<file path="config.mk">
export PLATFORM = sky130hd
export DESIGN_NAME = iir_inverse_filter
export DESIGN_NICKNAME = d
export VERILOG_FILES = /design/src/rtl/iir_inverse_filter.sv
export SDC_FILE = /design/constraint.sdc
export NUM_CORES = 1
export LEC_CHECK = 0
export ABC_AREA = 1
export ABC_CLOCK_PERIOD_IN_PS = 8900
export CAP_MARGIN = 20
export CELL_PAD_IN_SITES_DETAIL_PLACEMENT = 1
export CELL_PAD_IN_SITES_GLOBAL_PLACEMENT = 1
export CORE_MARGIN = 5
export CORE_UTILIZATION = 40
export CTS_BUF_LIST = sky130_fd_sc_hd__clkbuf_16
export DETAILED_ROUTE_END_ITERATION = 12
export GPL_ROUTABILITY_DRIVEN = 0
export MAX_ROUTING_LAYER = met4
export PLACE_DENSITY_LB_ADDON = 0.1
export SYNTH_ARGS = -nofsm -noshare
export SYNTH_HDL_FRONTEND = slang
export SYNTH_SLANG_ARGS = --single-unit
</file>
<file path="constraint.sdc">
create_clock -name clk -period 8.9 [get_ports clk]
set_input_delay 1.78 -clock clk [delete_from_list [all_inputs] [get_ports clk]]
set_output_delay 1.78 -clock clk [all_outputs]
set_load 0.005 [all_outputs]
</file>
<file path="src/rtl/iir_inverse_filter.sv">
// iir_inverse_filter: recovers x[n] = y[n] - (a*y[n-1])[3:0] with a 4-cycle shift-add multiply.
// Optional macro IIR_INV_COUNT_EN adds the sample_cnt output-handshake counter.
`default_nettype none

module iir_inverse_filter #(
    parameter int CNT_W = 8
) (
    input  logic             clk,
    input  logic             rst,
    input  logic [3:0]       a,
    input  logic [3:0]       y_in,
    input  logic             in_valid,
    output logic             in_ready,
    output logic [3:0]       x_out,
    output logic             out_valid,
    input  logic             out_ready
`ifdef IIR_INV_COUNT_EN
    ,
    output logic [CNT_W-1:0] sample_cnt
`endif
);

    localparam logic [1:0] S_IDLE = 2'd0;
    localparam logic [1:0] S_MULT = 2'd1;
    localparam logic [1:0] S_OUT  = 2'd2;

    logic [1:0] state_q, state_d;
    logic [3:0] a_q, a_d;
    logic [3:0] y_q, y_d;
    logic [3:0] y_prev_q, y_prev_d;
    logic [7:0] acc_q, acc_d;
    logic [1:0] step_q, step_d;
    logic [3:0] x_q, x_d;
    logic       vld_q, vld_d;

    logic [7:0] a_ext;
    logic [7:0] pp;
    logic [7:0] acc_nxt;

    // Multiplier bits scan y_prev; the sign bit's partial product carries negative weight.
    assign a_ext   = {{4{a_q[3]}}, a_q};
    assign pp      = y_prev_q[step_q] ? (a_ext << step_q) : 8'd0;
    assign acc_nxt = (step_q == 2'd3) ? (acc_q - pp) : (acc_q + pp);

    always_comb begin
        state_d  = state_q;
        a_d      = a_q;
        y_d      = y_q;
        y_prev_d = y_prev_q;
        acc_d    = acc_q;
        step_d   = step_q;
        x_d      = x_q;
        vld_d    = vld_q;
        case (state_q)
            S_IDLE: begin
                if (in_valid) begin
                    a_d     = a;
                    y_d     = y_in;
                    acc_d   = 8'd0;
                    step_d  = 2'd0;
                    state_d = S_MULT;
                end
            end
            S_MULT: begin
                acc_d  = acc_nxt;
                step_d = step_q + 2'd1;
                if (step_q == 2'd3) begin
                    x_d     = y_q - acc_nxt[3:0];
                    vld_d   = 1'b1;
                    state_d = S_OUT;
                end
            end
            S_OUT: begin
                if (out_ready) begin
                    vld_d    = 1'b0;
                    y_prev_d = y_q;
                    state_d  = S_IDLE;
                end
            end
            default: state_d = S_IDLE;
        endcase
    end

    always_ff @(posedge clk) begin
        if (rst) begin
            state_q  <= S_IDLE;
            a_q      <= 4'd0;
            y_q      <= 4'd0;
            y_prev_q <= 4'd0;
            acc_q    <= 8'd0;
            step_q   <= 2'd0;
            x_q      <= 4'd0;
            vld_q    <= 1'b0;
        end else begin
            state_q  <= state_d;
            a_q      <= a_d;
            y_q      <= y_d;
            y_prev_q <= y_prev_d;
            acc_q    <= acc_d;
            step_q   <= step_d;
            x_q      <= x_d;
            vld_q    <= vld_d;
        end
    end

    assign in_ready  = (state_q == S_IDLE) && !rst;
    assign x_out     = x_q;
    assign out_valid = vld_q;

`ifdef IIR_INV_COUNT_EN
    logic [CNT_W-1:0] cnt_q;

    always_ff @(posedge clk) begin
        if (rst) begin
            cnt_q <= '0;
        end else if ((state_q == S_OUT) && out_ready) begin
            cnt_q <= cnt_q + {{(CNT_W-1){1'b0}}, 1'b1};
        end
    end

    assign sample_cnt = cnt_q;
`endif

endmodule

`default_nettype wire

</file>
==> results of run 1 <==
[flip-flops by register name (all words and copies together), names as in the netlist]
signal / flops
a_q: 4
acc_q: 4
x_out: 4
y_prev_q: 4
y_q: 4
state_q: 2
step_q: 2
out_valid: 1
[stage by stage]
stage	cells	power, mW
3_5_place_dp	253	0.195
4_1_cts	257	0.294
5_1_grt	257	0.309
6_report	257	0.290
3_3_place_gp	253	0.191
2_1_floorplan	193	0.175
[area by class of cell]
type | count | area [um^2]
multi-input combinational | 133 | 739
inverter | 32 | 120
clock buffer | 3 | 75.1
clock inverter | 1 | 3.75
tap | 46 | 57.6
sequential | 25 | 500
fill | 443 | 1670
timing repair buffer | 17 | 170
[placed cells by master, fill, tap and decap left out, drive strengths merged]
| cell type | instances |
|---|---|
| xor2 | 2 |
| ha | 8 |
| a21oi | 23 |
| fa | 2 |
| clkdlybuf4s50 | 17 |
| or2 | 1 |
| nand3 | 12 |
| nand3b | 1 |
| xnor2 | 1 |
| dfxtp | 25 |
| o21ai | 19 |
| clkbuf | 3 |
| nand2 | 48 |
| a211oi | 1 |
| nor2 | 14 |
| nor3 | 1 |
| inv | 33 |
[cell families (layout without fill, tap and decap cells)]
group / Yosys count / after routing / synth area share, %
buf+inv: 35 / 53 / 9.58
simple gates: 77 / 77 / 25.6
compound gates: 43 / 43 / 16.2
flops: 25 / 25 / 36.5
fa+ha+maj: 10 / 10 / 10.2
xor+xnor: 3 / 3 / 1.92
[metal layers]
metal  track usage [%]  up-vias  routed length (um)
met3              1.94        5                  42
met2              31.0       14                1660
li1                  -      649                   -
met4              5.21        0                  42
met5                 -        -                   0
met1              19.9      592                1510
[power by group through the flow]
stage               registers (mW)  logic (mW)  clock network, mW
detailed placement           0.124      0.0708                  0
CTS                          0.122      0.0716              0.101
finish                       0.122      0.0703             0.0980
global route                 0.123      0.0812              0.105
global placement             0.124      0.0676                  0
floorplan                    0.123      0.0521                  0
[worst max-delay path: stages]
cell and delay [ns]:
clkdlybuf4s50_1 0.61, nor3_1 0.22, clkdlybuf4s50_1 0.53
[worst max path at each step]
stage                     from        to  cells past startpoint
after floorplan            rst  in_ready                      2
after CTS                  rst  in_ready                      3
after detailed placement   rst  in_ready                      3
final                      rst  in_ready                      3
after global placement     rst  in_ready                      3
after global routing       rst  in_ready                      3
==> impl_metrics.ini, run 1 <==
[routing]
wl_um = 3260
routed_via_density = 4.90
ant_nets = 0
firstDrtPassIters = 4
drc_errors = 0
drt_iter0_markers = 28
vias = 1260
routedWlPerCell_um = 12.7

[critical_path]
r2r-start = step_q[0]$_SDFFE_PP0P_
cp_max_fo = 11
end_kind = output pin
regToRegSetupSlack_ns = 5.54
required_ns = 7.12
arrival_ns = 3.14
critPathLaunchType = input pin
rr_endpoint = x_out[3]$_SDFFE_PP0P_
path_class = in2out
r2r_cells = 19

[synthesis]
synthCells = 193
synth_edf_count = 0
yosysWarnings = 0
syn_area_per_cell_um2 = 7.11
syn-cell-area_um2 = 1370
synth_area_leader_cell = dfxtp_1
synthArstFlopShare_pct = 0
synth_flop_cell = dfxtp_1
ys_seq_area_share_pct = 36.5
synthTopCellsByCount = nand2_1 (41), inv_1 (30), dfxtp_1 (25), a21oi_1 (22), o21ai_0 (18)
synth_cell_types = 23
yosys.area.top_type_share_pct = 36.5
synth.area.top_cells = dfxtp_1 (36%), nand2_1 (11%), inv_1 (8.2%)
synth-seq-cells = 25
synth_nets = 215
synth.most_common_cell = nand2_1

[clock_tree]
cts_setup_buffers = 0
clk_path_buf_depth = 2
clock_sinks = 25
cts_buffers = 3
cts_max_level = 1
holdBufCountCts = 0
cts.repair.resized = 0
clock-root-buffer = clkbuf_16
clk_latency_ns = 0.26
cts_tree = yes
clkTransAtPathRegs_ns = 0.06

[final_layout]
layout.nets = 234
drive_gt1_share_pct = 9.00
utilization_pct = 49.9
n_antenna_cell = 0
design_area_um2 = 1670
areaGrowthSynthToFinish_pct = 21.5

[sta]
setup_viol = 0
setup_tns_ns = 0
period_needed_ns = 4.92
whs_ns = 0.464
drv_slew = 0
hold_viol = 0
tightest_slew_ns = 0.447
rsz0062_at_grt = no
fin_ws_ns = 3.98
fin_skew_ns = 0.00434
max-slew-margin-rel_pct = 70.1
max_freq_ghz = 0.203
final.period_utilization_pct = 55.3

[global_routing]
grt_max_degree = 17
grt_pass1_vias = 1353
grt_pass1_wl_um = 5950
grt.overflow.total = 0
antenna_found_initial = 0
track_usage_pct = 17.2

[flow_run]
drv_cap = 0

[placement]
port_buffers = 17
dpl.hpwl_um = 2640
place_ws_ns = 4.00
placed_area_um2 = 1590

[pwr]
power.share.switching_pct = 29.4
p_switching_mw = 0.0852
p_int_mw = 0.205
ir_drop_uv = 93.9
power.density_nw_per_um2 = 174
clkPwrFrac_pct = 33.8
seqPwrFrac_pct = 42.0
p_comb_share_pct = 24.2
p_leak_nw = 0.740

[floorplanning]
start_util_pct = 41.1
die-area_um2 = 4700
core_um2 = 3340
io_pins = 18
rows = 21
die_w_um = 68.6
die_height_um = 68.6

[min_path]
hold-path-endpoint = y_prev_q[1]$_SDFFE_PP0P_
hold_class = reg2reg
min-delay-start = y_prev_q[1]$_SDFFE_PP0P_
whs_path_depth = 2

[outcome]
status = completed
Power figures use the tool's default switching activity.
==> run 2, diff against run 1 <==
--- a/config.mk
+++ b/config.mk
@@ -6,12 +6,12 @@
 export NUM_CORES = 1
 export LEC_CHECK = 0
 export ABC_AREA = 1
-export ABC_CLOCK_PERIOD_IN_PS = 8900
+export ABC_CLOCK_PERIOD_IN_PS = 5000
 export CAP_MARGIN = 20
 export CELL_PAD_IN_SITES_DETAIL_PLACEMENT = 1
 export CELL_PAD_IN_SITES_GLOBAL_PLACEMENT = 1
 export CORE_MARGIN = 5
-export CORE_UTILIZATION = 40
+export CORE_UTILIZATION = 39
 export CTS_BUF_LIST = sky130_fd_sc_hd__clkbuf_16
 export DETAILED_ROUTE_END_ITERATION = 12
 export GPL_ROUTABILITY_DRIVEN = 0
==> constraint.sdc (replaced) <==
create_clock -name clk -period 5 [get_ports clk]
set_input_delay 1 -clock clk [delete_from_list [all_inputs] [get_ports clk]]
set_output_delay 1 -clock clk [all_outputs]
set_load 0.005 [all_outputs]
==> run 2 against run 1 <==
  * Register-to-register slack lost 4.0 ns
  * Non-clock buffer count is the same
  * Flip-flop and latch count is the same
  * Final cell count is the same
  * Critical path type is now reg2reg
  * Critical endpoint is now x_out[3]$_SDFFE_PP0P_
  * Highest routed layer unchanged
==> impl_metrics.ini, run 2 (synthesis results as in run 1) <==
[sta]
hold_viol = 0
final.period_utilization_pct = 70.0
setup_viol = 0
setup_tns_ns = 0
period_needed_ns = 3.50
fin_skew_ns = 0.00203
tightest_slew_ns = 0.443
max-slew-margin-rel_pct = 70.4
drv_slew = 0
max_freq_ghz = 0.286
fin_ws_ns = 1.50
rsz0062_at_grt = no

[final_layout]
layout_common_cells = nand2_1 (41), inv_1 (31), dfxtp_1 (25)
design_area_um2 = 1670
final_common_cell = nand2_1
fill_cells = 466
layout.nets = 234
utilization_pct = 49.6
multi_input_area_um2 = 739
ff_latch_area_um2 = 500
n_antenna_cell = 0
areaGrowthSynthToFinish_pct = 21.5
drive_gt1_share_pct = 9.00

[placement]
dpl.hpwl_um = 2690
port_buffers = 17
place_ws_ns = 1.46
placed_area_um2 = 1590

[flow_run]
drv_cap = 0

[routing]
routed_via_density = 4.91
drc_errors = 0
drt_iter0_markers = 37
wl_um = 3530
routedWlPerCell_um = 13.7
vias = 1262
ant_nets = 0
firstDrtPassIters = 4

[pwr]
p_leak_nw = 0.740
power.density_nw_per_um2 = 315
finalPower_mw = 0.525
ir_drop_uv = 170

[critical_path]
required_ns = 5.20
cp_max_fo = 8
path_class = reg2reg
arrival_ns = 3.70
end_kind = flop
critPathLaunchType = flop

[floorplanning]
io_pins = 18
core_um2 = 3360
start_util_pct = 40.8
die_w_um = 69.3
die_height_um = 69.3
die-area_um2 = 4800
rows = 21

[clock_tree]
cts.repair.resized = 0
clock-root-buffer = clkbuf_16
clkTransAtPathRegs_ns = 0.06
holdBufCountCts = 0
cts_setup_buffers = 0
cts_buffers = 3
cts_tree = yes
clk_path_buf_depth = 2
cts_max_level = 1
clock_sinks = 25
clk_latency_ns = 0.26

[min_path]
hold_class = reg2reg

[global_routing]
antenna_found_initial = 0
grt.overflow.total = 0
grt_pass1_wl_um = 5920
grt_pass1_vias = 1344
track_usage_pct = 15.8
grt_max_degree = 17

[outcome]
status = completed
[run 2: cell type report]
cell class / instances / share of cell area [%]
Tap cell: 46 / 3.45
Timing Repair Buffer: 17 / 10.2
Clock buffer: 3 / 4.50
Sequential cell: 25 / 30.0
Multi-Input combinational cell: 133 / 44.4
Clock inverter: 1 / 0.225
Inverter: 32 / 7.21
[run 2: worst max-delay path, stage by stage, from the launching register on]
cell     delay (ns)
dfxtp_1        0.49
inv_2          0.14
nand2_2        0.11
inv_2          0.04
nor2_4         0.12
nand2_1        0.08
ha_1           0.29
inv_1          0.06
o21ai_0        0.15
fa_1           0.46
or2_2          0.33
nand2_1        0.07
ha_1           0.25
a21oi_1        0.13
o21ai_0        0.11
xor2_1         0.26
inv_1          0.09
nand3_2        0.07
nand2_1        0.08
a21oi_2        0.11
[run 2: path summary, 6_finish.rpt]
kind | slack, ns | depth (start not counted) | endpoint | from
setup reg to reg | 1.50 | 19 | x_out[3]$_SDFFE_PP0P_ | step_q[0]$_SDFFE_PP0P_
hold reg to reg | 0.46 | 2 | y_prev_q[3]$_SDFFE_PP0P_ | y_prev_q[3]$_SDFFE_PP0P_
hold / removal | 0.46 | 2 | y_prev_q[3]$_SDFFE_PP0P_ | y_prev_q[3]$_SDFFE_PP0P_
setup / recovery | 1.50 | 19 | x_out[3]$_SDFFE_PP0P_ | step_q[0]$_SDFFE_PP0P_
[run 2: through the flow]
step | hold slack, ns | std cells
floorplan | 0.429 | 193
global placement | 0.444 | 253
detailed placement | 0.450 | 253
CTS | 0.460 | 257
global route | 0.492 | 257
finish | 0.463 | 257
[run 2: power breakdown]
group          switching (mW)  internal [mW]  total [mW]
logic                  0.0788         0.0496       0.128
registers             0.00809          0.209       0.217
clock network          0.0727          0.107       0.180
total                   0.160          0.365       0.525
[run 2: metal layers]
layer / global-route usage (%) / wire (um) / part of all wire (%) / vias to the layer above
met3: 2.61 / 70 / 2.0 / 7
met4: 7.59 / 64 / 1.8 / 0
li1: - / - / - / 651
met1: 17.5 / 1610 / 46 / 590
met2: 27.4 / 1780 / 50 / 14
met5: - / 0 / 0 / -
==> run 3, diff against run 2 <==
--- a/config.mk
+++ b/config.mk
@@ -6,7 +6,7 @@
 export NUM_CORES = 1
 export LEC_CHECK = 0
 export ABC_AREA = 1
-export ABC_CLOCK_PERIOD_IN_PS = 5000
+export ABC_CLOCK_PERIOD_IN_PS = 3400
 export CAP_MARGIN = 20
 export CELL_PAD_IN_SITES_DETAIL_PLACEMENT = 1
 export CELL_PAD_IN_SITES_GLOBAL_PLACEMENT = 1
==> constraint.sdc (replaced) <==
create_clock -name clk -period 3.4 [get_ports clk]
set_input_delay 0.68 -clock clk [delete_from_list [all_inputs] [get_ports clk]]
set_output_delay 0.68 -clock clk [all_outputs]
set_load 0.005 [all_outputs]
==> run 3 against run 2 <==
  * Clock-buffer cell count is the same
  * Critical path type unchanged
  * Critical path depth grew 2
  * Highest routed layer unchanged
  * Fmax grew 12%
  * Wire length shrank 0.26%
  * Clock power grew 53%
==> impl_metrics.ini, run 3 (synthesis results as in run 1) <==
[sta]
period_needed_ns = 3.12
drv_slew = 0
tightest_slew_ns = 0.434
setup_tns_ns = 0
fin_skew_ns = 0.00570
max-slew-margin-rel_pct = 71.0
hold_viol = 0
max_freq_ghz = 0.320
setup_viol = 0
rsz0062_at_grt = no
final.period_utilization_pct = 91.8

[routing]
ant_nets = 0
routedWlPerCell_um = 13.6
drc_errors = 0
drt_iter0_markers = 31
vias = 1284
routed_via_density = 4.98
firstDrtPassIters = 3
wl_um = 3520

[placement]
port_buffers = 17
dpl.hpwl_um = 2760

[outcome]
status = completed

[critical_path]
end_kind = flop
required_ns = 3.60
path_class = reg2reg
critPathLaunchType = flop
cp_max_fo = 8
arrival_ns = 3.32

[global_routing]
met1_usage_pct = 18.1
grtUsageMet2_pct = 29.0
grt_pass1_wl_um = 6130
gr-usage-met3_pct = 2.61
grt_pass1_vias = 1360
track_usage_pct = 16.0
grt-busiest-layer = met2
antenna_found_initial = 0
grt.overflow.total = 0
grt_max_degree = 17

[final_layout]
final_common_cell = nand2_1
areaGrowthSynthToFinish_pct = 25.0
n_antenna_cell = 0
layout_common_cells = nand2_1 (41), inv_1 (30), dfxtp_1 (24)
layout.nets = 235
drive_gt1_share_pct = 12.3

[clock_tree]
clk_latency_ns = 0.26
cts_buffers = 3
cts_tree = yes
clock_sinks = 25
cts_max_level = 1
clock-root-buffer = clkbuf_16
clkTransAtPathRegs_ns = 0.07
clk_path_buf_depth = 2
cts_setup_buffers = 0

[floorplanning]
io_pins = 18
die-area_um2 = 4800
die_height_um = 69.3
rows = 21
core_um2 = 3360
die_w_um = 69.3
start_util_pct = 40.8

[min_path]
hold_class = reg2reg

[pwr]
finalPower_mw = 0.794
power.density_nw_per_um2 = 463
ir_drop_uv = 204
p_leak_nw = 0.745

[flow_run]
drv_cap = 0
run 3: power breakdown:
part | switching (mW) | internal (mW) | total (mW)
registers | 0.0121 | 0.307 | 0.319
clock network | 0.112 | 0.163 | 0.275
logic | 0.118 | 0.0822 | 0.200
run 3: per-stage QoR:
step	std cells	hold WS, ns	instance area [um^2]	utilization [%]	worst slack (ns)
floorplan	193	0.429	1370	-	0.408
global placement	254	0.456	1600	47.4	0.297
detailed placement	254	0.473	1600	47.4	0.129
CTS	258	0.480	1680	49.9	0.0190
global route	258	0.499	1710	51.0	0.0137
finish	258	0.475	1710	51.0	0.278
run 3: worst paths after layout:
kind | start | to | slack (ns) | cells past startpoint
setup / recovery | step_q[0]$_SDFFE_PP0P_ | x_out[3]$_SDFFE_PP0P_ | 0.28 | 21
hold / removal | out_valid$_SDFFE_PP0P_ | out_valid$_SDFFE_PP0P_ | 0.48 | 2
setup reg to reg | step_q[0]$_SDFFE_PP0P_ | x_out[3]$_SDFFE_PP0P_ | 0.28 | 21
hold reg to reg | out_valid$_SDFFE_PP0P_ | out_valid$_SDFFE_PP0P_ | 0.48 | 2
run 3: area by class of cell:
type,instances,area [um^2]
clock buffers,3,75.1
clock inverters,1,8.76
fillers,455,1650
inverters,32,120
multi-input cells,133,771
flip-flops and latches,25,504
well taps,46,57.6
repair buffers,18,178
run 3: per-layer routing:
| layer | routed length (um) | share of wire, % | up-vias |
|---|---|---|---|
| met5 | 0 | 0 | - |
| met4 | 36 | 1.0 | 0 |
| met3 | 54 | 1.5 | 5 |
| met2 | 1870 | 53 | 12 |
| met1 | 1560 | 44 | 613 |
| li1 | - | - | 654 |
run 3: repair_timing:
action,CTS,global route
gates resized for setup,0,7
endpoints found under the setup margin,0,1
hold buffers,0,0
run 3: worst max-delay path: stages (launching register included):
cell	delay, ns
dfxtp_4	0.39
inv_2	0.08
nand2_2	0.09
inv_2	0.04
nor2_4	0.12
nand2_1	0.09
ha_1	0.19
nor2_1	0.12
xnor2_1	0.13
inv_1	0.09
ha_4	0.28
inv_1	0.05
or2_2	0.28
nand2_1	0.11
ha_4	0.22
a21oi_2	0.12
o21ai_0	0.11
xor2_1	0.23
inv_1	0.08
nand3_2	0.07
nand2_1	0.07
a21oi_2	0.10
